===== config.mk =====
export PLATFORM = sky130hd
export DESIGN_NAME = icon_opd_forwarder_flat
export DESIGN_NICKNAME = d
export VERILOG_FILES = /design/src/rtl/icon_opd_forwarder_pkg.sv /design/src/rtl/icon_opd_forwarder_if.sv /design/src/rtl/icon_opd_forwarder_reqfifo.sv /design/src/rtl/icon_opd_forwarder.sv /design/src/flat_wrapper.sv
export SDC_FILE = /design/constraint.sdc
export NUM_CORES = 1
export LEC_CHECK = 0
export BUFFER_PORTS_ARGS = -buffer_cell sky130_fd_sc_hd__buf_2
export CORE_ASPECT_RATIO = 0.8
export CORE_UTILIZATION = 48
export DETAILED_ROUTE_END_ITERATION = 6
export GPL_ROUTABILITY_DRIVEN = 0
export GPL_TIMING_DRIVEN = 0
export HOLD_SLACK_MARGIN = 0.12
export PLACE_DENSITY = 0.87
export SYNTH_ARGS = -nofsm -noshare
export SYNTH_HDL_FRONTEND = slang
export SYNTH_SLANG_ARGS = --single-unit

===== constraint.sdc =====
create_clock -name clk -period 2.4 [get_ports clk]
set_input_delay 0.72 -clock clk [delete_from_list [all_inputs] [get_ports clk]]
set_output_delay 0.72 -clock clk [all_outputs]
set_load 0.01 [all_outputs]

===== src/rtl/icon_opd_forwarder_pkg.sv =====
`default_nettype none
// ============================================================================
// Module      : icon_opd_forwarder_pkg
// Description : Shared types and instance defaults for the operand forwarder.
// Revision    : 1.0 - initial release
// ============================================================================
package icon_opd_forwarder_pkg;

  localparam int ICON_FWD_NUM_EU        = 4;
  localparam int ICON_FWD_REQ_IDX_BITS  = 2;
  localparam int ICON_FWD_MAX_RETRY     = 7;

  typedef struct packed {
    logic [2:0] euidx;
    logic [3:0] uid;
    logic       spec;
  } type_exec_unit_addr;

  typedef logic [31:0] type_exec_unit_data;

  typedef struct packed {
    type_exec_unit_addr addr;
    logic               valid;
    type_exec_unit_data data;
  } type_icon_tx_channel;

  typedef struct packed {
    logic success;
  } type_icon_rx_channel;

  typedef enum logic [1:0] {
    FWD_IDLE  = 2'd0,
    FWD_READ  = 2'd1,
    FWD_WRITE = 2'd2
  } type_icon_fwd_state;

endpackage
`default_nettype wire


===== src/rtl/icon_opd_forwarder_if.sv =====
`default_nettype none
// ============================================================================
// Module      : icon_opd_forwarder_if
// Description : Request, EU read-port and operand write-channel bundle.
// Revision    : 1.0 - initial release
// ============================================================================
interface icon_opd_forwarder_if
  import icon_opd_forwarder_pkg::*;
#(
  parameter int NUM_EU = ICON_FWD_NUM_EU
);
  type_exec_unit_addr                    req_addr_i;
  logic                                  req_valid_i;
  logic                                  req_ready_o;
  type_exec_unit_addr                    icon_raddr_o;
  logic               [NUM_EU-1:0]       icon_rvalid_o;
  type_exec_unit_data [NUM_EU-1:0]       icon_rdata_i;
  logic               [NUM_EU-1:0]       icon_rsuccess_i;
  type_icon_tx_channel                   icon_w_o;
  type_icon_rx_channel                   icon_w_rx_i;
  logic                                  busy_o;
  logic                                  done_o;
  logic                                  err_o;

  modport master (
    input  req_addr_i, req_valid_i, icon_rdata_i, icon_rsuccess_i, icon_w_rx_i,
    output req_ready_o, icon_raddr_o, icon_rvalid_o, icon_w_o, busy_o, done_o, err_o
  );

  modport slave (
    output req_addr_i, req_valid_i, icon_rdata_i, icon_rsuccess_i, icon_w_rx_i,
    input  req_ready_o, icon_raddr_o, icon_rvalid_o, icon_w_o, busy_o, done_o, err_o
  );
endinterface
`default_nettype wire


===== src/rtl/icon_opd_forwarder_reqfifo.sv =====
`default_nettype none
// ============================================================================
// Module      : icon_opd_forwarder_reqfifo
// Description : Synchronous request FIFO of operand addresses.
// Revision    : 1.0 - initial release
// ============================================================================
module icon_opd_forwarder_reqfifo
  import icon_opd_forwarder_pkg::*;
#(
  parameter int IDX_BITS = ICON_FWD_REQ_IDX_BITS
) (
  input  wire logic               clk,
  input  wire logic               reset_n,
  input  wire logic               i_push,
  input  type_exec_unit_addr      i_push_data,
  input  wire logic               i_pop,
  output type_exec_unit_addr      o_head,
  output logic                    o_full,
  output logic                    o_empty
);
  localparam int DEPTH = 1 << IDX_BITS;

  type_exec_unit_addr  r_mem [DEPTH];
  logic [IDX_BITS:0]   r_wr_ptr;
  logic [IDX_BITS:0]   r_rd_ptr;
  logic                w_wr_en;
  logic                w_rd_en;

  // Extra MSB on each pointer separates full from empty when indices match.
  assign o_empty = (r_wr_ptr == r_rd_ptr);
  assign o_full  = (r_wr_ptr[IDX_BITS] != r_rd_ptr[IDX_BITS]) &&
                   (r_wr_ptr[IDX_BITS-1:0] == r_rd_ptr[IDX_BITS-1:0]);
  assign w_wr_en = i_push && !o_full;
  assign w_rd_en = i_pop && !o_empty;
  assign o_head  = r_mem[r_rd_ptr[IDX_BITS-1:0]];

  always_ff @(posedge clk or negedge reset_n) begin
    if (!reset_n) begin
      r_wr_ptr <= '0;
      r_rd_ptr <= '0;
    end else begin
      if (w_wr_en) r_wr_ptr <= r_wr_ptr + 1'b1;
      if (w_rd_en) r_rd_ptr <= r_rd_ptr + 1'b1;
    end
  end

  always_ff @(posedge clk) begin
    if (w_wr_en) r_mem[r_wr_ptr[IDX_BITS-1:0]] <= i_push_data;
  end

endmodule
`default_nettype wire


===== src/rtl/icon_opd_forwarder.sv =====
`default_nettype none
// ============================================================================
// Module      : icon_opd_forwarder
// Description : Reads queued foreign operands from source EUs and writes them
//               into one destination operand channel.
// Revision    : 1.0 - initial release
// ============================================================================
module icon_opd_forwarder
  import icon_opd_forwarder_pkg::*;
#(
  parameter int NUM_EU       = ICON_FWD_NUM_EU,
  parameter int REQ_IDX_BITS = ICON_FWD_REQ_IDX_BITS,
  parameter int MAX_RETRY    = ICON_FWD_MAX_RETRY
) (
  input  wire logic            clk,
  input  wire logic            reset_n,
  icon_opd_forwarder_if.master bus
);
  localparam int CNT_W = $clog2(MAX_RETRY + 1);
  localparam int SEL_W = (NUM_EU > 1) ? $clog2(NUM_EU) : 1;
  localparam logic [CNT_W-1:0] C_LAST_MISS = CNT_W'(MAX_RETRY - 1);

  type_icon_fwd_state   r_state;
  type_icon_fwd_state   w_state_nxt;
  type_exec_unit_addr   r_cur_addr;
  type_exec_unit_data   r_data;
  logic [CNT_W-1:0]     r_cnt;
  logic                 r_done;
  logic                 r_err;

  type_exec_unit_addr   w_head;
  type_exec_unit_addr   w_push_addr;
  logic                 w_push, w_pop, w_full, w_empty;
  logic                 w_src_ok, w_hit, w_rotate, w_ready;
  logic [SEL_W-1:0]     w_sel;
  logic [NUM_EU-1:0]    w_rvalid;
  type_exec_unit_addr   w_raddr;
  type_icon_tx_channel  w_tx;

  assign w_src_ok = (32'(w_head.euidx) < NUM_EU);
  assign w_sel    = r_cur_addr.euidx[SEL_W-1:0];
  assign w_hit    = bus.icon_rsuccess_i[w_sel];

  // A rotate is held off while the FIFO is full; the counter then stays at its
  // last value so the very next miss with free space rotates.
  assign w_rotate = (r_state == FWD_READ) && !w_hit && (r_cnt == C_LAST_MISS) && !w_full;
  assign w_ready     = !w_full && !w_rotate;
  assign w_push      = w_rotate || (bus.req_valid_i && w_ready);
  assign w_push_addr = w_rotate ? r_cur_addr : bus.req_addr_i;

  icon_opd_forwarder_reqfifo #(
    .IDX_BITS (REQ_IDX_BITS)
  ) u_reqfifo (
    .clk         (clk),
    .reset_n     (reset_n),
    .i_push      (w_push),
    .i_push_data (w_push_addr),
    .i_pop       (w_pop),
    .o_head      (w_head),
    .o_full      (w_full),
    .o_empty     (w_empty)
  );

  always_comb begin
    w_state_nxt = r_state;
    w_pop       = 1'b0;
    w_rvalid    = '0;
    w_raddr     = '0;
    w_tx        = '0;
    case (r_state)
      FWD_IDLE: begin
        if (!w_empty) begin
          w_pop = 1'b1;
          if (w_src_ok) w_state_nxt = FWD_READ;
        end
      end
      FWD_READ: begin
        w_raddr  = r_cur_addr;
        w_rvalid = NUM_EU'(1) << w_sel;
        if (w_hit)         w_state_nxt = FWD_WRITE;
        else if (w_rotate) w_state_nxt = FWD_IDLE;
      end
      FWD_WRITE: begin
        w_tx.valid = 1'b1;
        w_tx.addr  = r_cur_addr;
        w_tx.data  = r_data;
        if (bus.icon_w_rx_i.success) w_state_nxt = FWD_IDLE;
      end
      default: w_state_nxt = FWD_IDLE;
    endcase
  end

  always_ff @(posedge clk or negedge reset_n) begin
    if (!reset_n) begin
      r_state    <= FWD_IDLE;
      r_cur_addr <= '0;
      r_data     <= '0;
      r_cnt      <= '0;
      r_done     <= 1'b0;
      r_err      <= 1'b0;
    end else begin
      r_state <= w_state_nxt;
      r_done  <= (r_state == FWD_WRITE) && bus.icon_w_rx_i.success;
      r_err   <= (r_state == FWD_IDLE) && !w_empty && !w_src_ok;
      if ((r_state == FWD_IDLE) && !w_empty && w_src_ok) begin
        r_cur_addr <= w_head;
        r_cnt      <= '0;
      end
      if (r_state == FWD_READ) begin
        if (w_hit)                    r_data <= bus.icon_rdata_i[w_sel];
        else if (r_cnt != C_LAST_MISS) r_cnt  <= r_cnt + 1'b1;
      end
    end
  end

  assign bus.req_ready_o   = w_ready;
  assign bus.icon_raddr_o  = w_raddr;
  assign bus.icon_rvalid_o = w_rvalid;
  assign bus.icon_w_o      = w_tx;
  assign bus.busy_o        = (r_state != FWD_IDLE) || !w_empty;
  assign bus.done_o        = r_done;
  assign bus.err_o         = r_err;

endmodule
`default_nettype wire


===== src/flat_wrapper.sv =====
// flat-port wrapper written by rule: the top's interface ports become plain ports
module icon_opd_forwarder_flat import icon_opd_forwarder_pkg::*;
#(
  parameter int NUM_EU       = ICON_FWD_NUM_EU,
  parameter int REQ_IDX_BITS = ICON_FWD_REQ_IDX_BITS,
  parameter int MAX_RETRY    = ICON_FWD_MAX_RETRY
)
  (clk, reset_n, bus_req_addr_i, bus_req_valid_i, bus_icon_rdata_i, bus_icon_rsuccess_i, bus_icon_w_rx_i, bus_req_ready_o, bus_icon_raddr_o, bus_icon_rvalid_o, bus_icon_w_o, bus_busy_o, bus_done_o, bus_err_o);
  icon_opd_forwarder_if #(.NUM_EU(NUM_EU)) bus_i ();
  input  wire logic clk;
  input  wire logic reset_n;
  input wire logic [$bits(bus_i.req_addr_i)-1:0] bus_req_addr_i;
  input wire logic [$bits(bus_i.req_valid_i)-1:0] bus_req_valid_i;
  input wire logic [$bits(bus_i.icon_rdata_i)-1:0] bus_icon_rdata_i;
  input wire logic [$bits(bus_i.icon_rsuccess_i)-1:0] bus_icon_rsuccess_i;
  input wire logic [$bits(bus_i.icon_w_rx_i)-1:0] bus_icon_w_rx_i;
  output wire logic [$bits(bus_i.req_ready_o)-1:0] bus_req_ready_o;
  output wire logic [$bits(bus_i.icon_raddr_o)-1:0] bus_icon_raddr_o;
  output wire logic [$bits(bus_i.icon_rvalid_o)-1:0] bus_icon_rvalid_o;
  output wire logic [$bits(bus_i.icon_w_o)-1:0] bus_icon_w_o;
  output wire logic [$bits(bus_i.busy_o)-1:0] bus_busy_o;
  output wire logic [$bits(bus_i.done_o)-1:0] bus_done_o;
  output wire logic [$bits(bus_i.err_o)-1:0] bus_err_o;
  assign bus_i.req_addr_i = bus_req_addr_i;
  assign bus_i.req_valid_i = bus_req_valid_i;
  assign bus_i.icon_rdata_i = bus_icon_rdata_i;
  assign bus_i.icon_rsuccess_i = bus_icon_rsuccess_i;
  assign bus_i.icon_w_rx_i = bus_icon_w_rx_i;
  assign bus_req_ready_o = bus_i.req_ready_o;
  assign bus_icon_raddr_o = bus_i.icon_raddr_o;
  assign bus_icon_rvalid_o = bus_i.icon_rvalid_o;
  assign bus_icon_w_o = bus_i.icon_w_o;
  assign bus_busy_o = bus_i.busy_o;
  assign bus_done_o = bus_i.done_o;
  assign bus_err_o = bus_i.err_o;
  icon_opd_forwarder #(.NUM_EU(NUM_EU), .REQ_IDX_BITS(REQ_IDX_BITS), .MAX_RETRY(MAX_RETRY)) u_core (.clk(clk), .reset_n(reset_n), .bus(bus_i));
endmodule

### Yosys cells after proc, flatten, opt, wreduce, memory -nomap -nowiden

Memory sizes are Yosys's and may differ from the RTL's.
Cells that the tools add are included.

* memories: 1
* register bits: 53
* RAM bits: 32
* input port bits: 144

Memory list
* u_core.u_reqfifo.r_mem: depth 4, bits a word 8, rd ports 1, clocked after memory_dff 0, write ports 1, RTL line icon_opd_forwarder_reqfifo.sv:23 `type_exec_unit_addr r_mem [DEPTH];`

* reductions and logical operators: 23
* magnitude comparators: 2
* shifts and indexed selects: 1
* muxes and demuxes: 22
* equality and inequality tests: 11
* add/sub/neg operators: 3

Operator list (number)
* binary-select mux 32 bit (select 2 bit): 1
* two-way mux 41 bit: 1
* two-way mux 32 bit: 1
* two-way mux 8 bit: 2
* logical AND 1 bit: 12
* two-way mux 3 bit: 4
* two-way mux 2 bit: 5
* adder 3 x 1 -> 3 bit, second input constant: 3
* one-hot mux 2 bit (3 select lines): 1
* zero test 1 bit: 5
* two-way mux 1 bit: 5
* two-way mux 4 bit: 1
* inequality test 2 bit, second input constant: 2
* AND reduction 4 bit: 1
* left shift 1 x 2 -> 4 bit, first input constant: 1
* equality test 3 bit: 1
* equality test 3 bit, second input constant: 1
* less-than comparator 2 x 3 -> 1 bit, second input constant: 1
* less-than comparator 3 bit, second input constant: 1
* inequality test 3 x 1 -> 1 bit, second input constant: 1
* inequality test 3 bit, second input constant: 1
* binary-select mux 1 bit (select 2 bit): 1
* equality test 2 x 1 -> 1 bit, second input constant: 1
* equality test 2 bit: 1
* 7 further kinds: 8

### Depth between registers and ports, before layout

Gate-level depths: netlist of the first run.

* word-level depth: 13
* mapped depth: 6

### By module

A second synthesis of the first run with hierarchy kept.

* cells, all modules: 339
* area, all modules: 4828.4 µm²

By module, submodules not included
* icon_opd_forwarder: sequential area each 1176.1 µm², cells an instance 249, times used 1, area each 3133.0 µm²
* icon_opd_forwarder_reqfifo: sequential area each 1111.1 µm², cells an instance 90, times used 1, area each 1695.4 µm²

### Least setup slack after synthesis of the first run

No wires, ideal clock.

* path kind: input port to flip-flop
* from: input bus_icon_rsuccess_i[3]
* to: memory u_core.u_reqfifo.r_mem[2][0] (netlist name) (enable)
* stages on the path: 4
* setup slack: 92 ps
* arrival time: 1976 ps
* library setup time: 332 ps
* path buffers: 0
* cell sequence: mux4_2 > nor3_4 > o21a_1 > and2_1

* cells in the longest elaborated chain, start to end: 13

RTL lines
* start: declaration: RTL line flat_wrapper.sv:15 `input wire logic [$bits(bus_i.icon_rsuccess_i)-1:0] bus_icon_rsuccess_i;`
* binary-select mux 1 bit (select 2 bit) (*): RTL line icon_opd_forwarder.sv:42 `assign w_hit = bus.icon_rsuccess_i[w_sel];`
* two-way mux 1 bit (not written as such) (*): RTL line icon_opd_forwarder.sv:42
* zero test 1 bit (*): RTL line icon_opd_forwarder.sv:46 `assign w_rotate = (r_state == FWD_READ) && !w_hit && (r_cnt == C_LAST_MISS) && !w_full;`
* logical AND 1 bit (*) (3 in series): RTL line icon_opd_forwarder.sv:46
* zero test 1 bit: RTL line icon_opd_forwarder.sv:47 `assign w_ready = !w_full && !w_rotate;`
* logical AND 1 bit: RTL line icon_opd_forwarder.sv:47
* logical AND 1 bit: RTL line icon_opd_forwarder.sv:48 `assign w_push = w_rotate || (bus.req_valid_i && w_ready);`
* logical OR 1 bit (*): RTL line icon_opd_forwarder.sv:48
* logical AND 1 bit (*): RTL line icon_opd_forwarder_reqfifo.sv:33 `assign w_wr_en = i_push && !o_full;`
* two-way mux 1 bit (*): RTL line icon_opd_forwarder_reqfifo.sv:48 `if (w_wr_en) r_mem[r_wr_ptr[IDX_BITS-1:0]] <= i_push_data;`
* two-way mux 1 bit (not written as such) (*): RTL line icon_opd_forwarder_reqfifo.sv:48
* end: declaration: RTL line icon_opd_forwarder_reqfifo.sv:23

Every way passes the cells marked *; elsewhere a longest branch is shown, timed or not. The select of a mux whose other input is x is not followed.

### Worst setup path in the final report of the first run

* from: input bus_icon_rsuccess_i[3]
* to: output bus_req_ready_o

* cells in the longest elaborated chain, start to end: 8

RTL lines
* binary-select mux 1 bit (select 2 bit): RTL line icon_opd_forwarder.sv:42
* two-way mux 1 bit (not written as such): RTL line icon_opd_forwarder.sv:42
* zero test 1 bit: RTL line icon_opd_forwarder.sv:46
* logical AND 1 bit (3 in series): RTL line icon_opd_forwarder.sv:46
* zero test 1 bit: RTL line icon_opd_forwarder.sv:47
* logical AND 1 bit: RTL line icon_opd_forwarder.sv:47
* end: declaration: RTL line flat_wrapper.sv:17 `output wire logic [$bits(bus_i.req_ready_o)-1:0] bus_req_ready_o;`

Every way passes these cells. The select of a mux whose other input is x is not followed.

==> flow_summary.yaml, run 1 <==
global_route:
  overflow: 0
  grt_max_degree: 54
  grt_usage_pct: 23.8
  grt_pass1_wl_um: 18000
  antenna_found_initial: 0
  grt_pass1_vias: 3456
logic_synthesis:
  yosysMostFrequentCell: "dfrtp_1"
  syn_inst: 304
  synth-async-reset-ratio_pct: 62.4
  synth_top_area_share_pct: 28.5
  ys.warnings.count: 0
  ys.flop_type: "dfrtp_1"
  synthesis.area_sq_um: 4650
  synth_top_cell_by_area: "dfrtp_1"
  synth-edff-count: 32
  synth_nets: 455
  yosys-top-cells-area: "dfrtp_1, edfxtp_1, mux4_2"
  ys_types: 37
  synth-seq-area-share_pct: 49.2
  synth_common_cells: "dfrtp_1, and2_1, mux2_2"
  syn_area_per_cell_sq_um: 15.3
  ys_ff_latch: 85
finish:
  drive_above_1_share_pct: 63.6
  stdcell_area_sq_um: 6190
  final_nets: 668
  fillers: 683
  diodes: 0
  final_util_pct: 67.1
  fin_cells: 637
  layout-area-overhead-vs-synth_pct: 33.2
routing:
  wl_per_cell_um: 18.5
  ant_nets: 0
  viasPerCell: 5.44
  num_vias: 3464
  dr.pass1.iters: 6
  drc: 14
  drt-initial-drc-count: 134
  wirelength_um: 11800
floorplanning:
  core_area_sq_um: 9230
  die_w_um: 112
  io_pins: 201
  die-area_sq_um: 10100
  rows: 31
  fp.dieH_um: 90.0
  floorplan.initialDensity_pct: 50.4
sta:
  post-route-worst-setup-slack_ps: -32.8
  hold_ws_ps: 489
  setup_violations: 1
  clock.fmax_ghz: 0.411
  final.min_clock_period_ps: 2430
  worst_pin_slew_ps: 1200
  fin_crit_sh_pct: 101
  final_hold_viol_count: 0
  maxSlewViolCount: 0
  rsz0062_at_grt: "yes"
  tns_ps: -32.8
  timing.slew.headroom_pct: 19.8
  clock-skew-final_ps: 9.00
setup_path:
  cp-start-kind: "primary input"
  required_ps: 1680
  worst-setup-path-type: "in -> out"
  arrival_ps: 1710
  critPathMaxFanout: 2
  worstSetupEndpointType: "primary output"
clock_network:
  cts.path.max_buffers: 2
  cts_tree: "yes"
  cts_made_buffers: 9
  cts_max_level: 3
  worstSkewPairLatency_ps: 340
  clkSinkCount: 85
  cts_root_buffer: "clkbuf_16"
  path_clk_slew_ps: 70
place:
  pre_cts_slack_ps: -332
  dp.cells: 619
  dp_hpwl_um: 8860
  placed_cell_area_sq_um: 5790
  port_buffers: 200
power_and_ir_drop:
  leakage_nw: 2.92
  vdd_drop_max_mv: 0.504
  powerDensity_nw_per_um2: 1240
  power_mw: 7.66
run_status:
  violations: "DRC, setup timing"
  status: "finished, violations left"
hold_path:
  min_path_type: "reg -> reg"
flow_run:
  maxCapViolations: 0
## per-layer routing
metal	vias up	GRT usage, %	wire (um)
met2	148	41.7	6040
li1	1573	-	-
met3	19	4.45	672
met5	-	0	0
met4	0	7.33	165
met1	1724	30.1	4880
## layout make-up
| cell class | instances | area, sq um | area share (%) |
|---|---|---|---|
| Tap cell | 115 | 144 | 2.32 |
| Buffer | 18 | 106 | 1.72 |
| Sequential cell | 85 | 2290 | 36.9 |
| Inverter | 6 | 22.5 | 0.364 |
| Clock inverter | 7 | 88.8 | 1.43 |
| Multi-Input combinational cell | 194 | 2280 | 36.8 |
| Clock buffer | 9 | 225 | 3.64 |
| Timing Repair Buffer | 203 | 1040 | 16.7 |
## flip-flops by register name, indices dropped and copies added (netlist names)
name                       count
u_core.r_cnt                   3
u_core.bus.err_o               1
u_core.u_reqfifo.r_wr_ptr      3
u_core.r_state                 2
u_core.u_reqfifo.r_mem        32
u_core.bus.done_o              1
u_core.u_reqfifo.r_rd_ptr      3
u_core.r_cur_addr              8
u_core.r_data                 32
## placed cells by master (no fill, tap or decap), drive strengths merged, types with 6 or more instances in the layout
master	count
and2	53
buf	214
clkbuf	16
dfrtp	53
edfxtp	32
ha	7
inv	10
mux2	49
mux4	41
xnor2	6
## cell families (layout without fill, tap and decap cells)
family | Yosys count | in the layout | share of synthesized area, %
flops | 85 | 85 | 49.2
mux | 92 | 92 | 33.2
buf+inv | 25 | 243 | 2.50
compound gates | 8 | 8 | 1.32
fa+ha+maj | 7 | 7 | 1.88
xor+xnor | 7 | 7 | 1.32
simple gates | 80 | 80 | 10.6
## critical path, stage by stage
cell	delay (ps)
buf_6	90
mux4_2	510
nor3_4	180
nor2_1	70
buf_2	140
## worst paths after layout
kind | startpoint | to | slack (ps) | depth (start not counted)
worst min register to register | u_core.u_reqfifo.r_wr_ptr[2] | u_core.u_reqfifo.r_wr_ptr[2] | 490 | 1
min in group asynchronous | reset_n | u_core.r_data[3] | 630 | 1
max in group asynchronous | reset_n | u_core.r_state[0] | 970 | 1
worst min-delay path | u_core.u_reqfifo.r_wr_ptr[2] | u_core.u_reqfifo.r_wr_ptr[2] | 490 | 1
worst max register to register | u_core.r_cur_addr[5] | u_core.u_reqfifo.r_mem[2][6] | 120 | 5
worst max-delay path | bus_icon_rsuccess_i[3] | bus_req_ready_o | -30 | 5
## what timing repair did
action                                  in CTS  in global routing
resized for setup                           15                 10
pin swaps                                    2                  1
hold buffers                                 0                  0
setup buffers                                3                  0
cloned                                       0                  0
endpoints found under the setup margin      47                 24
## where the power goes
| part | switching [mW] | internal (mW) |
|---|---|---|
| Clock | 0.617 | 0.834 |
| Sequential | 0.326 | 2.11 |
| Combinational | 1.74 | 2.03 |
| Total | 2.68 | 4.98 |
Power figures use the tool's default switching activity.
==> inputs of run 2 (changes only) <==
--- a/config.mk
+++ b/config.mk
@@ -6,8 +6,10 @@
 export NUM_CORES = 1
 export LEC_CHECK = 0
 export BUFFER_PORTS_ARGS = -buffer_cell sky130_fd_sc_hd__buf_2
+export CELL_PAD_IN_SITES_DETAIL_PLACEMENT = 1
+export CELL_PAD_IN_SITES_GLOBAL_PLACEMENT = 1
 export CORE_ASPECT_RATIO = 0.8
-export CORE_UTILIZATION = 48
+export CORE_UTILIZATION = 38
 export DETAILED_ROUTE_END_ITERATION = 6
 export GPL_ROUTABILITY_DRIVEN = 0
 export GPL_TIMING_DRIVEN = 0
==> run 2 against run 1 <==
Compared with the run above:
- the run still ends with DRC, setup timing left
- setup slack improved by 13 ps
- clock skew decreased by 0.80 ps
- global-route usage decreased by 3.1 points
- sequential power about the same
- routed wire length increased by 11%
- power decreased by 0.58%
- die area increased by 26%
- count of clock-buffer cells in the layout unchanged
==> flow_summary.yaml, run 2 (same netlist as run 1, synthesis figures left out) <==
run_status:
  status: "finished, violations left"
  violations: "DRC, setup timing"
global_route:
  overflow: 0
  grt_pass1_wl_um: 19600
  grt_pass1_vias: 3747
  grt_usage_pct: 20.7
  antenna_found_initial: 0
  grt_max_degree: 54
sta:
  worst_pin_slew_ps: 817
  final.min_clock_period_ps: 2420
  clock.fmax_ghz: 0.413
  fin_crit_sh_pct: 101
  hold_ws_ps: 422
  timing.slew.headroom_pct: 45.6
  final_hold_viol_count: 0
  rsz0062_at_grt: "yes"
  clock-skew-final_ps: 8.20
  setup_violations: 1
  post-route-worst-setup-slack_ps: -19.6
  maxSlewViolCount: 0
power_and_ir_drop:
  clock_power_share_pct: 17.4
  powerDensity_nw_per_um2: 1220
  pwr-share-comb_pct: 50.5
  vdd_drop_max_mv: 0.501
  p_sw_mw: 2.74
  swShare_pct: 36.0
  leakage_nw: 2.93
  p_int_mw: 4.88
  power_frac_seq_pct: 32.1
  power_mw: 7.61
floorplanning:
  floorplan.initialDensity_pct: 39.6
  die_w_um: 126
  die-area_sq_um: 12700
  fp.dieH_um: 101
  core_area_sq_um: 11700
  io_pins: 201
  rows: 35
clock_network:
  cts.path.max_buffers: 2
  clkSinkCount: 85
  path_clk_slew_ps: 60
  cts_root_buffer: "clkbuf_16"
  cts_max_level: 3
  cts_made_buffers: 9
  cts_hold_buf: 0
  worstSkewPairLatency_ps: 340
  cts_tree: "yes"
routing:
  dr_wl_met3_um: 823
  drt-initial-drc-count: 70
  top_layer_used: "met4"
  met2WireLength_um: 7090
  met1_length_um: 5080
  dr.pass1.iters: 7
  ant_nets: 0
  wl_per_cell_um: 19.4
  drc: 13
  wirelength_um: 13100
  viasPerCell: 5.18
  num_vias: 3489
setup_path:
  timing.rr.end: "u_core.r_data[20]"
  critPathLaunch: "bus_icon_rsuccess_i[3]"
  critPathMaxFanout: 2
  cp-start-kind: "primary input"
  cpMaxStageDelayCell: "mux4_2"
  rr_worst_depth: 5
  worstPathCellList: "buf_6 -> mux4_2 -> nor3_4 -> nor2_1 -> buf_2"
  r2r_slack_ps: 160
  cpLargestDelayFamily: "multiplexers"
  required_ps: 1680
  path_buf_inv: 2
  arrival_ps: 1700
  worst-setup-path-type: "in -> out"
  rr_startpoint: "u_core.r_cur_addr[5]"
  worstSetupEndpointType: "primary output"
  max_stage_delay_ps: 520
finish:
  final_util_pct: 53.0
  layout-area-overhead-vs-synth_pct: 33.7
  final_nets: 671
  drive_above_1_share_pct: 64.0
  stdcell_area_sq_um: 6220
  final_cell_mix: "buf_2, dfrtp_1, and2_1"
  final_common_cell: "buf_2"
  diodes: 0
place:
  port_buffers: 200
  placed_cell_area_sq_um: 5840
  dp_hpwl_um: 9930
flow_run:
  maxCapViolations: 0
hold_path:
  min_path_type: "in -> async"
run 2: cell type report:
type	count	area, sq um
fill	1262	5520
sequential	85	2290
multi-input combinational	194	2270
timing repair buffer	206	1060
clock buffer	9	225
tap	148	185
buffer	18	106
clock inverter	7	56.3
inverter	6	22.5
run 2: stage by stage:
stage                     TNS [ps]  instances  setup WS, ps
after detailed placement    -16190        652          -360
final                        -19.6        673         -19.6
after global routing         -71.7        673         -61.4
after CTS                    -39.4        670         -39.4
after floorplan                  0        304          92.1
after global placement      -13060        652          -284
run 2: worst max-delay path by stage:
stage                     depth (start not counted)                      endpoint  slack, ps
after detailed placement                          5  u_core.u_reqfifo.r_mem[1][1]       -360
after CTS                                         5               bus_req_ready_o        -40
after global routing                              4               bus_req_ready_o        -60
after floorplan                                   4  u_core.u_reqfifo.r_mem[2][0]         90
final                                             5               bus_req_ready_o        -20
after global placement                            5  u_core.u_reqfifo.r_mem[2][0]       -280
run 2: repair_timing:
action | CTS | global route
endpoints found under the setup margin | 54 | 51
buffers inserted | 3 | 3
resized for setup | 14 | 8
pin swaps | 2 | 0
run 2: layer usage:
layer  vias up  track usage [%]
met1      1760             24.0
met5         -                0
li1       1581                -
met2       141             38.9
met3         7             5.04
met4         0             4.50
run 2: power groups by stage:
stage               logic [mW]  clock network, mW  registers, mW
floorplan                 2.71                  0           2.33
global placement          3.57                  0           2.40
detailed placement        3.73                  0           2.46
CTS                       3.84               1.35           2.44
global route              4.15               1.39           2.51
finish                    3.85               1.32           2.45
